`src/rtl/tick_intr_ctrl.sv`:
```
// tick_intr_ctrl: AXI4-Lite interrupt controller for tick/event sources.
// Each source is latched into a sticky ISR bit. The bit is masked by IER and GIE
// and drives one registered irq line. Software clears pending bits through IACK.

// One interrupt source: input history, edge/level detect and the sticky status bit.
module tick_intr_bit #(
  parameter bit EDGE = 1'b1
) (
  input  logic clk_i,
  input  logic rst_ni,
  input  logic src_i,
  input  logic clr_i,
  output logic isr_o,
  output logic pend_o
);
  logic src_q, isr_q, set;

  assign set = EDGE ? (src_i & ~src_q) : src_i;

  // Input history for edge detection; a new event beats a same-cycle clear.
  always_ff @(posedge clk_i or negedge rst_ni) begin
    if (!rst_ni) begin
      src_q <= 1'b0;
      isr_q <= 1'b0;
    end else begin
      src_q <= src_i;
      isr_q <= set | (isr_q & ~clr_i);
    end
  end

  assign isr_o  = isr_q;
  // Status as irq should see it after this cycle's clear. A clear that loses to
  // a set does not drop the bit, so irq does not glitch low.
  assign pend_o = isr_q & ~(clr_i & ~set);
endmodule

module tick_intr_ctrl #(
  parameter int          C_S_AXI_DATA_WIDTH = 32,
  parameter int          C_S_AXI_ADDR_WIDTH = 5,
  parameter int          C_NUM_OF_INTR      = 1,
  parameter logic [31:0] C_INTR_SENSITIVITY = 32'hFFFFFFFF,
  parameter int          C_IRQ_ACTIVE_STATE = 1
) (
  input  logic                            S_AXI_ACLK,
  input  logic                            S_AXI_ARESETN,
  input  logic [C_NUM_OF_INTR-1:0]        intr_src,
  input  logic [C_S_AXI_ADDR_WIDTH-1:0]   S_AXI_AWADDR,
  input  logic                            S_AXI_AWVALID,
  output logic                            S_AXI_AWREADY,
  input  logic [C_S_AXI_DATA_WIDTH-1:0]   S_AXI_WDATA,
  input  logic [C_S_AXI_DATA_WIDTH/8-1:0] S_AXI_WSTRB,
  input  logic                            S_AXI_WVALID,
  output logic                            S_AXI_WREADY,
  output logic [1:0]                      S_AXI_BRESP,
  output logic                            S_AXI_BVALID,
  input  logic                            S_AXI_BREADY,
  input  logic [C_S_AXI_ADDR_WIDTH-1:0]   S_AXI_ARADDR,
  input  logic                            S_AXI_ARVALID,
  output logic                            S_AXI_ARREADY,
  output logic [C_S_AXI_DATA_WIDTH-1:0]   S_AXI_RDATA,
  output logic [1:0]                      S_AXI_RRESP,
  output logic                            S_AXI_RVALID,
  input  logic                            S_AXI_RREADY,
  output logic                            irq
);
  localparam int   N       = C_NUM_OF_INTR;
  localparam int   DW      = C_S_AXI_DATA_WIDTH;
  localparam int   IW      = C_S_AXI_ADDR_WIDTH - 2;
  localparam logic IRQ_ACT = (C_IRQ_ACTIVE_STATE != 0);

  localparam logic [IW-1:0] A_GIE  = IW'(0);
  localparam logic [IW-1:0] A_IER  = IW'(1);
  localparam logic [IW-1:0] A_ISR  = IW'(2);
  localparam logic [IW-1:0] A_IACK = IW'(3);
  localparam logic [IW-1:0] A_IPR  = IW'(4);

  logic          gie_q, gie_d, irq_q, irq_d, bvalid_q, rvalid_q;
  logic [N-1:0]  ier_q, ier_d, isr, pend, clr;
  logic [DW-1:0] rdata_q, rd_val, wmask, wdat;
  logic [IW-1:0] aw_idx, ar_idx;
  logic          wr_hs, rd_hs;

  assign aw_idx = S_AXI_AWADDR[C_S_AXI_ADDR_WIDTH-1:2];
  assign ar_idx = S_AXI_ARADDR[C_S_AXI_ADDR_WIDTH-1:2];

  // Address and data are accepted together, one write in flight. Reset holds ready low.
  assign wr_hs = S_AXI_ARESETN & S_AXI_AWVALID & S_AXI_WVALID & ~bvalid_q;
  assign rd_hs = S_AXI_ARESETN & S_AXI_ARVALID & ~rvalid_q;

  assign S_AXI_AWREADY = wr_hs;
  assign S_AXI_WREADY  = wr_hs;
  assign S_AXI_ARREADY = rd_hs;
  assign S_AXI_BVALID  = bvalid_q;
  assign S_AXI_BRESP   = 2'b00;
  assign S_AXI_RVALID  = rvalid_q;
  assign S_AXI_RDATA   = rdata_q;
  assign S_AXI_RRESP   = 2'b00;
  assign irq           = IRQ_ACT ? irq_q : ~irq_q;

  for (genvar g = 0; g < N; g++) begin : g_src
    tick_intr_bit #(.EDGE(C_INTR_SENSITIVITY[g])) u_bit (
      .clk_i  (S_AXI_ACLK),
      .rst_ni (S_AXI_ARESETN),
      .src_i  (intr_src[g]),
      .clr_i  (clr[g]),
      .isr_o  (isr[g]),
      .pend_o (pend[g])
    );
  end

  // Register write decode with per-byte strobes; ISR and unmapped offsets ignore writes.
  always_comb begin
    wmask = '0;
    for (int b = 0; b < DW/8; b++) wmask[8*b +: 8] = {8{S_AXI_WSTRB[b]}};
    wdat  = S_AXI_WDATA & wmask;
    gie_d = gie_q;
    ier_d = ier_q;
    clr   = '0;
    if (wr_hs) begin
      case (aw_idx)
        A_GIE:   if (S_AXI_WSTRB[0]) gie_d = S_AXI_WDATA[0];
        A_IER:   ier_d = (ier_q & ~wmask[N-1:0]) | wdat[N-1:0];
        A_IACK:  clr = wdat[N-1:0];
        default: ;
      endcase
    end
  end

  // irq uses the post-write enables and clears, so it follows a write by one cycle.
  // New events still show up one cycle after they reach ISR.
  assign irq_d = gie_d & (|(pend & ier_d));

  // Read mux; unimplemented bits and offsets read 0.
  always_comb begin
    rd_val = '0;
    case (ar_idx)
      A_GIE:   rd_val[0]     = gie_q;
      A_IER:   rd_val[N-1:0] = ier_q;
      A_ISR:   rd_val[N-1:0] = isr;
      A_IPR:   rd_val[N-1:0] = isr & ier_q;
      default: ;
    endcase
  end

  // Control registers and the registered irq.
  always_ff @(posedge S_AXI_ACLK or negedge S_AXI_ARESETN) begin
    if (!S_AXI_ARESETN) begin
      gie_q <= 1'b0;
      ier_q <= '0;
      irq_q <= 1'b0;
    end else begin
      gie_q <= gie_d;
      ier_q <= ier_d;
      irq_q <= irq_d;
    end
  end

  // Response channels. Valids hold until the master is ready; RDATA is frozen while RVALID is high.
  always_ff @(posedge S_AXI_ACLK or negedge S_AXI_ARESETN) begin
    if (!S_AXI_ARESETN) begin
      bvalid_q <= 1'b0;
      rvalid_q <= 1'b0;
      rdata_q  <= '0;
    end else begin
      if (wr_hs)             bvalid_q <= 1'b1;
      else if (S_AXI_BREADY) bvalid_q <= 1'b0;
      if (rd_hs) begin
        rvalid_q <= 1'b1;
        rdata_q  <= rd_val;
      end else if (S_AXI_RREADY) begin
        rvalid_q <= 1'b0;
      end
    end
  end

  // Address LSBs are always zero for word access; high data bits beyond N have no storage.
  logic unused_ok;
  assign unused_ok = ^{S_AXI_AWADDR[1:0], S_AXI_ARADDR[1:0], wdat, wmask};
endmodule

```
`config.mk`:
```
export PLATFORM = sky130hd
export DESIGN_NAME = tick_intr_ctrl
export DESIGN_NICKNAME = d
export VERILOG_FILES = /design/src/rtl/tick_intr_ctrl.sv
export SDC_FILE = /design/constraint.sdc
export NUM_CORES = 1
export LEC_CHECK = 0
export ABC_AREA = 1
export CORE_MARGIN = 4
export CORE_UTILIZATION = 26
export DETAILED_ROUTE_END_ITERATION = 10
export HOLD_SLACK_MARGIN = 0.08
export PLACE_DENSITY = 0.95
export REMOVE_ABC_BUFFERS = 1
export SYNTH_ARGS = -nofsm -noshare
export SYNTH_HDL_FRONTEND = slang
export SYNTH_SLANG_ARGS = --single-unit
```
`constraint.sdc`:
```
create_clock -name S_AXI_ACLK -period 2.31 [get_ports S_AXI_ACLK]
set_input_delay 0.5775 -clock S_AXI_ACLK [delete_from_list [all_inputs] [get_ports S_AXI_ACLK]]
set_output_delay 0.5775 -clock S_AXI_ACLK [all_outputs]
set_load 0.02 [all_outputs]
```
==> out/metrics.yaml <==
outcome: "finished, final reports clean"
max_freq_mhz: 444.0
place_area_um2: 852.1
yosys_warnings: 0
critPathRequiredTime_ns: 1.73
synth_cell_types: 16
route.vias.total: 523
cp.arrival_ns: 1.67
final_net_count: 176
cts-buffers-inserted: 3
grt_max_degree: 9
port_buffers: 22
cts_max_level: 1
path_cells: "clkdlybuf4s50_1, buf_4, nand2_1, nor2_1, clkdlybuf4s15_1"
syn_to_final_growth_pct: 23.36
grt_pass1_wl_um: 1752
hold_depth: 1
firstDrtPassIters: 4
critPathKind: "in2out"
skew_ns: 0.004240
drc: 0
start_kind: "input pin"
period_share: 0.9751
fp-row-count: 18
layout_common_cells: "conb_1 (35), clkdlybuf4s50_1 (19), nand2_1 (14), dfrtp_1 (8), inv_1 (8)"
syn_area_um2: 706.9
ys_seq_elements: 8
path_delay_family: "buffers and inverters"
final-max-slew-violation-count: 0
fillers: 276
gp_congestion: 0.7242
fin_crit_ns: 2.252
layout-drive-gt1-share: 0.1333
antennaDiodeCount: 0
avgRoutedWirePerCell_um: 8.253
worst_path_max_delay_cell: "clkdlybuf4s50_1"
start_util: 0.2778
holdWs_ns: 0.4578
dp_hpwl_um: 1091
grt_antenna_before_repair: 0
hold_path_class: "reg2reg"
critPathMaxStageDelay_ns: 0.50
grt_pass1_vias: 424
cts.clk_slew.worst_paths_ns: 0.05
worst_r2r_path_depth: 9
cts.sinks: 8
ctsHoldBuffers: 0
drt_iter0_drc: 26
die_area_um2: 3617
grt_remaining_overflow: 0
cp_num_buf_inv: 3
max_cap_viol_count: 0
finalSetupViolCount: 0
core-area_um2: 2545
timing.rr.start: "S_AXI_BVALID"
synthCells: 93
drt-vias-per-instance: 3.487
r2r_slack_ns: 1.18
avgSynthCellArea_um2: 7.601
hp-start: "g_src[0].u_bit.src_q"
clk_latency_ns: 0.25
finalInstanceArea_um2: 872.1
power.density_nw_per_um2: 473.9
clockBufferDepth: 2
die_h_um: 60.15
cts_setup_buffers: 0
cts_tree: "yes"
io_pins: 96
mostFrequentLayoutCell: "conb_1"
cp-end-kind: "primary output"
yosysSeqAreaShare: 0.2832
r2r-end: "irq"
postRouteAntennaNets: 0
whs_endpoint: "g_src[0].u_bit.isr_o"
finalHoldViolCount: 0
die_x_um: 60.15
cts_root_buffer: "clkbuf_4"
crit_fanout: 2
rsz0062_at_grt: "false"
grt.total_usage: 0.06711
drt_wl_total_um: 1238
p_leak_nw: 0.4853
peakVddDrop_uv: 239.1
[state kept, by name (all words and copies together) (netlist names)]
| signal | cells |
|---|---|
| S_AXI_BVALID | 1 |
| S_AXI_RDATA | 1 |
| S_AXI_RVALID | 1 |
| g_src.u_bit.isr_o | 1 |
| g_src.u_bit.src_q | 1 |
| gie_q | 1 |
| ier_q | 1 |
| irq | 1 |
[through the flow]
step / util / instances / worst slack, ns / power, mW / TNS, ns
after floorplan: - / 91 / 0.7885 / 0.2524 / 0
after CTS: 0.3422 / 150 / 0.02605 / 0.4202 / 0
after global routing: 0.3427 / 150 / 0.005947 / 0.4440 / 0
after detailed placement: 0.3348 / 147 / -0.2481 / 0.3118 / -0.6305
final: 0.3427 / 150 / 0.05757 / 0.4133 / 0
after global placement: 0.3348 / 147 / -0.2539 / 0.3101 / -0.6532
[cells by family after synthesis]
logic type / share of synthesized area
AOI/OAI and AO/OA: 0.03717
buffers and inverters: 0.4301
DFF: 0.2832
other: 0.005305
and+or+nand+nor: 0.2443
[worst max path at each step]
| stage | depth (start not counted) | slack [ns] | startpoint | endpoint |
|---|---|---|---|---|
| floorplan | 2 | 0.79 | S_AXI_ARVALID | S_AXI_ARREADY |
| global placement | 5 | -0.25 | S_AXI_ARESETN | S_AXI_ARREADY |
| detailed placement | 5 | -0.25 | S_AXI_ARESETN | S_AXI_ARREADY |
| CTS | 5 | 0.03 | S_AXI_ARESETN | S_AXI_ARREADY |
| global route | 5 | 0.006 | S_AXI_ARESETN | S_AXI_ARREADY |
| finish | 5 | 0.06 | S_AXI_ARESETN | S_AXI_ARREADY |
[layer usage]
layer | vias to the layer above | global-route usage | share of wire
li1 | 268 | - | -
met1 | 219 | 0.08000 | 0.38
met2 | 36 | 0.09414 | 0.46
met3 | 0 | 0.03672 | 0.16
met4 | 0 | 0.03797 | 0
met5 | - | 0 | 0
[cells in the mapped netlist (all sizes together)]
cell,number,area share
inv,9,0.048
o21ai,4,0.028
nor3,1,0.0071
nand2,19,0.13
or2,1,0.0089
nor2,9,0.074
conb,1,0.0053
nand3,4,0.028
dfrtp,8,0.28
o22ai,1,0.0089
buf,36,0.38
[final cells by class]
| cell class | instances | area, µm² | share of cell area |
|---|---|---|---|
| sequential | 8 | 200.2 | 0.2296 |
| tap | 30 | 37.54 | 0.04304 |
| timing repair buffer | 26 | 247.7 | 0.2841 |
| multi-input combinational | 74 | 330.3 | 0.3788 |
| inverter | 9 | 33.78 | 0.03874 |
| clock buffer | 3 | 22.52 | 0.02582 |
[what timing repair did]
| item | in CTS | in global routing |
|---|---|---|
| gates cloned | 0 | 0 |
| resized for setup | 3 | 1 |
| endpoints found under the setup margin | 3 | 1 |
[power breakdown]
part	internal [mW]	switching, mW
combinational	0.0529	0.0969
sequential	0.152	0.00702
clock	0.0593	0.0450
total	0.264	0.149
Note: power is estimated with default switching activity, not from simulation.
